### config.mk
export PLATFORM = sky130hd
export DESIGN_NAME = tmr_irq_arbiter
export DESIGN_NICKNAME = d
export VERILOG_FILES = /design/src/rtl/tmr_irq_arbiter.sv
export SDC_FILE = /design/constraint.sdc
export NUM_CORES = 1
export LEC_CHECK = 0
export CAP_MARGIN = 20
export CORE_ASPECT_RATIO = 0.5
export CORE_MARGIN = 10
export CORE_UTILIZATION = 50
export CTS_BUF_LIST = sky130_fd_sc_hd__clkbuf_4
export CTS_CLUSTER_SIZE = 10
export DETAILED_ROUTE_END_ITERATION = 16
export HOLD_SLACK_MARGIN = 0.12
export MAX_ROUTING_LAYER = met4
export PLACE_DENSITY = 0.75
export SYNTH_ARGS = -nofsm -noshare
export SYNTH_HDL_FRONTEND = slang
export SYNTH_SLANG_ARGS = --single-unit
### constraint.sdc
create_clock -name sys_clk -period 4.6 [get_ports sys_clk]
set_input_delay 1.38 -clock sys_clk [delete_from_list [all_inputs] [get_ports sys_clk]]
set_output_delay 1.38 -clock sys_clk [all_outputs]
set_load 0.05 [all_outputs]
### src/rtl/tmr_irq_arbiter.sv
// Timer event collector and round-robin interrupt arbiter with irq/irq_ack handshake.
// Optional sticky overrun flags (ovr_o) are built when TMR_IRQ_OVERRUN_EN is defined.
module tmr_irq_arbiter #(
  parameter  int NUM_TMR = 4,
  localparam int NUM_SRC = 3 * NUM_TMR,
  localparam int ID_W    = $clog2(NUM_SRC)
) (
  input  logic               sys_clk,
  input  logic               sys_rst_n,
  input  logic [NUM_SRC-1:0] evt_i,
  input  logic [NUM_SRC-1:0] src_en,
  input  logic [NUM_SRC-1:0] sw_clr,
  input  logic               irq_ack,
  output logic               irq,
  output logic [ID_W-1:0]    irq_id,
  output logic [NUM_SRC-1:0] pend_o
`ifdef TMR_IRQ_OVERRUN_EN
  ,
  output logic [NUM_SRC-1:0] ovr_o
`endif
);

  typedef enum logic [1:0] {IDLE, BUSY, GAP} state_t;

  state_t             state_q;
  logic               irq_q;
  logic [ID_W-1:0]    irq_id_q;
  logic [ID_W-1:0]    rr_ptr_q;
  logic [NUM_SRC-1:0] evt_d_q;
  logic [NUM_SRC-1:0] pend_q, pend_d;
  logic [NUM_SRC-1:0] set, clr, ack_mask, elig;
  logic               ack_fire;
  logic               grant_vld;
  logic [ID_W-1:0]    grant_id;
  int                 idx;

  assign set      = evt_i & ~evt_d_q & src_en;
  assign ack_fire = (state_q == BUSY) && irq_ack;

  always_comb begin
    ack_mask = '0;
    for (int i = 0; i < NUM_SRC; i++) begin
      ack_mask[i] = ack_fire && (int'(irq_id_q) == i);
    end
  end

  assign clr    = sw_clr | ack_mask;
  assign pend_d = set | (pend_q & ~clr);
  assign elig   = pend_q & src_en;

  // Walk from the farthest offset down so the nearest eligible index at/after rr_ptr wins.
  always_comb begin
    grant_vld = 1'b0;
    grant_id  = '0;
    idx       = 0;
    for (int k = NUM_SRC - 1; k >= 0; k--) begin
      idx = int'(rr_ptr_q) + k;
      if (idx >= NUM_SRC) idx = idx - NUM_SRC;
      if (elig[idx]) begin
        grant_vld = 1'b1;
        grant_id  = ID_W'(idx);
      end
    end
  end

  always_ff @(posedge sys_clk or negedge sys_rst_n) begin
    if (!sys_rst_n) begin
      evt_d_q <= '0;
      pend_q  <= '0;
    end else begin
      evt_d_q <= evt_i;
      pend_q  <= pend_d;
    end
  end

  always_ff @(posedge sys_clk or negedge sys_rst_n) begin
    if (!sys_rst_n) begin
      state_q  <= IDLE;
      irq_q    <= 1'b0;
      irq_id_q <= '0;
      rr_ptr_q <= '0;
    end else begin
      case (state_q)
        IDLE: begin
          if (grant_vld) begin
            irq_id_q <= grant_id;
            irq_q    <= 1'b1;
            state_q  <= BUSY;
          end
        end
        BUSY: begin
          if (ack_fire) begin
            rr_ptr_q <= (irq_id_q == ID_W'(NUM_SRC - 1)) ? '0 : irq_id_q + 1'b1;
            irq_q    <= 1'b0;
            state_q  <= GAP;
          end
        end
        default: begin
          irq_q   <= 1'b0;
          state_q <= IDLE;
        end
      endcase
    end
  end

  assign irq    = irq_q;
  assign irq_id = irq_id_q;
  assign pend_o = pend_q;

`ifdef TMR_IRQ_OVERRUN_EN
  logic [NUM_SRC-1:0] ovr_q;

  // Overrun: an edge lands on a source that is already pending and not being cleared.
  always_ff @(posedge sys_clk or negedge sys_rst_n) begin
    if (!sys_rst_n) begin
      ovr_q <= '0;
    end else begin
      ovr_q <= (set & pend_q & ~clr) | (ovr_q & ~sw_clr);
    end
  end

  assign ovr_o = ovr_q;
`endif

endmodule

==> results.json, run 1 <==
{
  "groute.layer.met3.usage_pct": 3.21,
  "ys_ff_latch": 34,
  "final_cell_mix": "nand2_1, clkdlybuf4s50_1, dfrtp_1",
  "slowest_stage": "dfrtp_1",
  "yosys_warnings": 0,
  "r2r-start": "rr_ptr_q[0]",
  "fin_ws_ps": 253,
  "holdWs_ps": 439,
  "cts-root-buf": "clkbuf_4",
  "start_util_pct": 52.3,
  "clk_pin_slew_worst_paths_ps": 110,
  "synth-seq-area-share_pct": 23.9,
  "htreeDepth": 2,
  "status": "finished clean",
  "core-area_mm2": 0.00681,
  "place_hpwl_um": 8900,
  "io_pins": 56,
  "final_layout_size_suffix_gt1_share_pct": 12.8,
  "synth_flop_cell": "dfrtp_1",
  "maxCapViolCount": 0,
  "ys_top_cells_by_area": "dfrtp_1, mux4_2, ha_1",
  "antenna_cells": 0,
  "maxSlewHeadroom_pct": 59.8,
  "r2r_end": "irq_id[1]",
  "final_common_cell": "nand2_1",
  "path_cells": "inv_1 -> ha_1 -> xor2_1 -> inv_1 -> ha_1 -> or4_1 -> o2111ai_2 -> mux2i_1 -> mux2i_2 -> nand4b_1 -> or3_4 -> o41ai_4 -> buf_4 -> nor3_1 -> a221oi_2",
  "io_buffers": 55,
  "worstRegToRegCells": 15,
  "fp.dieW_um": 139,
  "cts_buffer_depth": 2,
  "drc": 0,
  "syn_inst": 408,
  "route.vias.total": 3476,
  "clock_sinks": 34,
  "fin_util_pct": 64.6,
  "met2_usage_pct": 29.5,
  "num_rows": 21,
  "cts_tree": "built",
  "syn_area_per_cell_um2": 8.72,
  "grt_pass1_vias": 3343,
  "ctsHoldBuffers": 0,
  "synthArstFlopShare_pct": 100,
  "gp_congestion": 0.942,
  "via_per_inst": 6.05,
  "timing.setup.tns_ps": 0,
  "synth_top_area_share_pct": 23.9,
  "first_iter_violations": 379,
  "ff2ff_setup_slack_ps": 250,
  "grt_util_all_layers_pct": 20.1,
  "critPathLaunchType": "register",
  "cts_buffers": 5,
  "fin_crit_sh_pct": 94.5,
  "worst_slew_pin_slew_ps": 597,
  "hold_path_end": "pend_o[1]",
  "regArea_um2": 852,
  "gr-usage-met1_pct": 28.0,
  "synth_top_cell_by_area": "dfrtp_1",
  "fin_skew_ps": 8.61,
  "crit_arrival_ps": 4620,
  "path_max_fanout": 10,
  "area_growth_pct": 23.6,
  "synth.distinct_cells": 66,
  "netlist_area_mm2": 0.00356,
  "worstSkewPairLatency_ps": 360,
  "setup_viol": 0,
  "die_area_mm2": 0.0111,
  "ant_nets": 0,
  "antenna_found_initial": 0,
  "crit_type": "reg -> reg",
  "critPathCaptureType": "register",
  "fmax_mhz": 230,
  "grt_pass1_wl_um": 17500,
  "min_path_type": "reg -> reg",
  "syn_nets": 472,
  "slew_viol_final": 0,
  "hold_start": "evt_d_q[1]",
  "hold_viol": 0,
  "wire_per_inst_um": 18.9,
  "dr.pass1.iters": 5,
  "max_stage_delay_ps": 640,
  "whs_path_depth": 1,
  "grt_overflow": 0,
  "multi_input_area_mm2": 0.00258,
  "min_period_ps": 4350,
  "num-fill-cells": 607,
  "cts_setup_buffers": 0,
  "cp_data_required_time_ps": 4870,
  "die_y_um": 79.7,
  "synth_edf_count": 0,
  "grt_start_max_net_pins": 35,
  "wl_um": 10900,
  "grt_busiest_layer": "met2",
  "layout.nets": 546,
  "rsz0062_at_grt": "false",
  "place_ws_ps": 174,
  "cts_resized": 0
}
## cells by family after synthesis
kind of cell | Yosys count | share of synthesized area [%]
AND/OR/NAND/NOR | 176 | 26.8
buffers and inverters | 33 | 3.87
XOR/XNOR | 14 | 3.44
AO/OA/AOI/OAI | 97 | 20.0
adder cells (fa/ha/maj) | 25 | 8.79
flip-flops | 34 | 23.9
multiplexers | 29 | 13.2
## worst max-delay path, delay by kind of cell, from the launching register on
family	cells	cell delay, ps
adder cells (fa/ha/maj)	2	590
buffers and inverters	3	450
AND/OR/NAND/NOR	4	1170
AO/OA/AOI/OAI	3	670
flip-flops	1	640
XOR/XNOR	1	240
multiplexers	2	480
## sequential cells by signal, summed over array words and instances (netlist names)
| signal | cells |
|---|---|
| rr_ptr_q | 4 |
| evt_d_q | 12 |
| irq_id | 4 |
| state_q | 2 |
| pend_o | 12 |
## how the worst max path moves through the flow
| stage | to | start |
|---|---|---|
| 6_report | irq_id[1] | rr_ptr_q[0] |
| 5_1_grt | irq_id[1] | rr_ptr_q[0] |
| 4_1_cts | irq_id[1] | rr_ptr_q[1] |
| 3_5_place_dp | irq_id[1] | src_en[11] |
| 3_3_place_gp | irq_id[1] | src_en[8] |
| 2_1_floorplan | irq_id[1] | rr_ptr_q[2] |
## per-layer routing
metal | vias up | routed length (um)
met5 | - | 0
met4 | 0 | 133
met3 | 14 | 928
met2 | 136 | 4580
met1 | 1664 | 5230
li1 | 1662 | -
## final cells by class
type                       instances  share of cell area (%)
tap                               92                    2.62
inverter                          23                    1.96
multi-input combinational        341                    58.6
sequential                        34                    19.4
timing repair buffer              77                    16.3
clock buffer                       5                   0.853
clock inverter                     3                   0.370
## stage by stage
stage / instance area (um^2) / instances
after detailed placement: 4340 / 567
after global placement: 4340 / 567
final: 4400 / 575
after CTS: 4390 / 575
after global routing: 4400 / 575
after floorplan: 3560 / 408
## cell usage after synthesis, types with 2 or more instances
cell and count:
a2111oi_0 2, a31oi_1 4, nor2b_1 2, nor3b_1 4, dfrtp_1 34, nor2_1 21, o21a_1 4, a21oi_1 21
and3_1 4, a211oi_1 8, o22ai_1 2, ha_1 25, nand2b_1 5, o21bai_1 2, xor2_1 2, mux2i_1 13
o211ai_1 2, and2_1 17, a21o_1 5, o211a_1 3, buf_4 2, or2_2 2, xnor2_1 12, or4b_2 2
buf_2 5, mux4_2 14, or4_1 5, clkbuf_1 3, inv_1 22, o21ai_0 20, nand2_1 59, o31ai_1 5
nand3_1 8, nor3_1 10, nand4_1 2, nand3b_1 27
Power of run 1 is left out: the tool's default activity adds up to more than one toggle a clock period on the data nets, which glitch-free logic cannot reach.
==> run 2: changes to the inputs <==
CORE_UTILIZATION = 40   (was 50)
PLACE_DENSITY = unset   (was 0.75)
REMOVE_ABC_BUFFERS = 1   (was unset)
==> run 2 against run 1 <==
Flip-flop and latch count did not move; cell count rose by 5.2%; non-clock buffer count rose by 6; first-iteration DRC count fell by 38%; register-to-register slack improved by 70 ps; worst hold slack improved by 9.3 ps; global-route usage fell by 2.3 points; utilization fell by 13 points; cell area rose by 1.4%; die area rose by 20%; critical path type unchanged; critical endpoint unchanged; highest routed layer unchanged.
==> results.json, run 2 (synthesized netlist as in run 1, its figures left out) <==
{
  "status": "finished clean",
  "dp.cells": 598,
  "area_growth_pct": 25.3,
  "place_hpwl_um": 9440,
  "instances_no_fill": 605,
  "fin_crit_sh_pct": 92.9,
  "final_layout_size_suffix_gt1_share_pct": 13.9,
  "final_cell_mix": "nand2_1, clkdlybuf4s50_1, dfrtp_1",
  "start_util_pct": 41.0,
  "crit_type": "reg -> reg",
  "worstSkewPairLatency_ps": 340,
  "num_rows": 24,
  "slew_viol_final": 0,
  "clk_pin_slew_worst_paths_ps": 110,
  "place_area_mm2": 0.00441,
  "setup_viol": 0,
  "wire_per_inst_um": 19.1,
  "worst-path-stages": 15,
  "antenna_found_initial": 0,
  "antenna_cells": 0,
  "ant_nets": 0,
  "clock_sinks": 34,
  "first_iter_violations": 235,
  "layout.nets": 552,
  "critPathCaptureType": "register",
  "core-area_mm2": 0.00868,
  "fmax_mhz": 234,
  "cp_top_family": "simple AND/OR/NAND/NOR gates",
  "wl_um": 11600,
  "via_per_inst": 5.72,
  "fin_skew_ps": 7.21,
  "grt_pass1_wl_um": 18800,
  "gp_congestion": 0.948,
  "maxSlewHeadroom_pct": 47.7,
  "path_cells": "inv_1 -> ha_1 -> xor2_1 -> inv_1 -> ha_1 -> or4_1 -> o2111ai_2 -> mux2i_1 -> mux2i_2 -> nand4b_1 -> or3_4 -> o41ai_4 -> buf_4 -> nor3_1 -> a221oi_2",
  "drc": 0,
  "cp_data_required_time_ps": 4850,
  "cp_num_buf_inv": 3,
  "io_buffers": 55,
  "path_max_fanout": 9,
  "grt_start_max_net_pins": 35,
  "worst_slew_pin_slew_ps": 784,
  "rsz0062_at_grt": "false",
  "grt_pass1_vias": 3412,
  "num-fill-cells": 862,
  "worstRegToRegCells": 15,
  "io_pins": 56,
  "timing.setup.tns_ps": 0,
  "htreeDepth": 2,
  "critPathLaunchType": "register",
  "grt_util_all_layers_pct": 17.7,
  "cts_buffer_depth": 2,
  "maxCapViolCount": 0,
  "hold_viol": 0,
  "cts_tree": "built",
  "slowest_stage": "dfrtp_1",
  "final_common_cell": "nand2_1",
  "cts_buffers": 5,
  "min_path_type": "reg -> reg",
  "route.vias.total": 3458,
  "dr.pass1.iters": 7,
  "holdWs_ps": 448,
  "whs_path_depth": 1,
  "die_area_mm2": 0.0133,
  "ctsHoldBuffers": 0,
  "crit_arrival_ps": 4520,
  "min_period_ps": 4270,
  "grt_overflow": 0,
  "max_stage_delay_ps": 650,
  "fin_area_mm2": 0.00446,
  "die_y_um": 86.7,
  "cts-root-buf": "clkbuf_4",
  "fp.dieW_um": 153
}
## run 2: path summary, 6_finish.rpt
| check | slack [ps] | end | startpoint |
|---|---|---|---|
| max reg2reg | 330 | irq_id[1] | rr_ptr_q[0] |
| max in group asynchronous | 2950 | rr_ptr_q[1] | sys_rst_n |
| min | 450 | pend_o[1] | evt_d_q[1] |
| min reg2reg | 450 | pend_o[1] | evt_d_q[1] |
| max | 330 | irq_id[1] | rr_ptr_q[0] |
| min in group asynchronous | 1100 | evt_d_q[2] | sys_rst_n |
## run 2: layer usage
| metal | vias to the layer above | routed length (um) | track usage (%) |
|---|---|---|---|
| met5 | - | 0 | - |
| met4 | 0 | 106 | 3.92 |
| met3 | 14 | 737 | 2.17 |
| met2 | 139 | 4790 | 26.1 |
| met1 | 1637 | 5940 | 25.3 |
| li1 | 1668 | - | - |
## run 2: area by class of cell
cell class	count	area, um^2	area share, %
clock buffers	5	37.5	0.842
clock inverters	2	10.0	0.224
inverters	23	86.3	1.94
multi-input cells	341	2570	57.7
flip-flops and latches	34	852	19.1
well taps	117	146	3.28
repair buffers	83	756	16.9
## run 2: metrics by stage
stage / utilization [%] / worst slack [ps]
after floorplan: - / 228
after global placement: 50.8 / 219
after detailed placement: 50.8 / 222
after CTS: 51.4 / 223
after global routing: 51.4 / 52.9
final: 51.4 / 326
## run 2: worst reg2reg max path, delay by kind of cell, from the launching register on
family	cells	cell delay, ps
flops	1	650
mux	2	460
simple gates	4	1150
fa+ha+maj	2	560
xor+xnor	1	220
buf+inv	3	450
compound gates	3	680
## run 2: what timing repair did
item                                    CTS  global route
setup buffers                             0             0
resized for setup                         0             1
endpoints found under the setup margin    0             1
Power of run 2 is left out for the same reason.
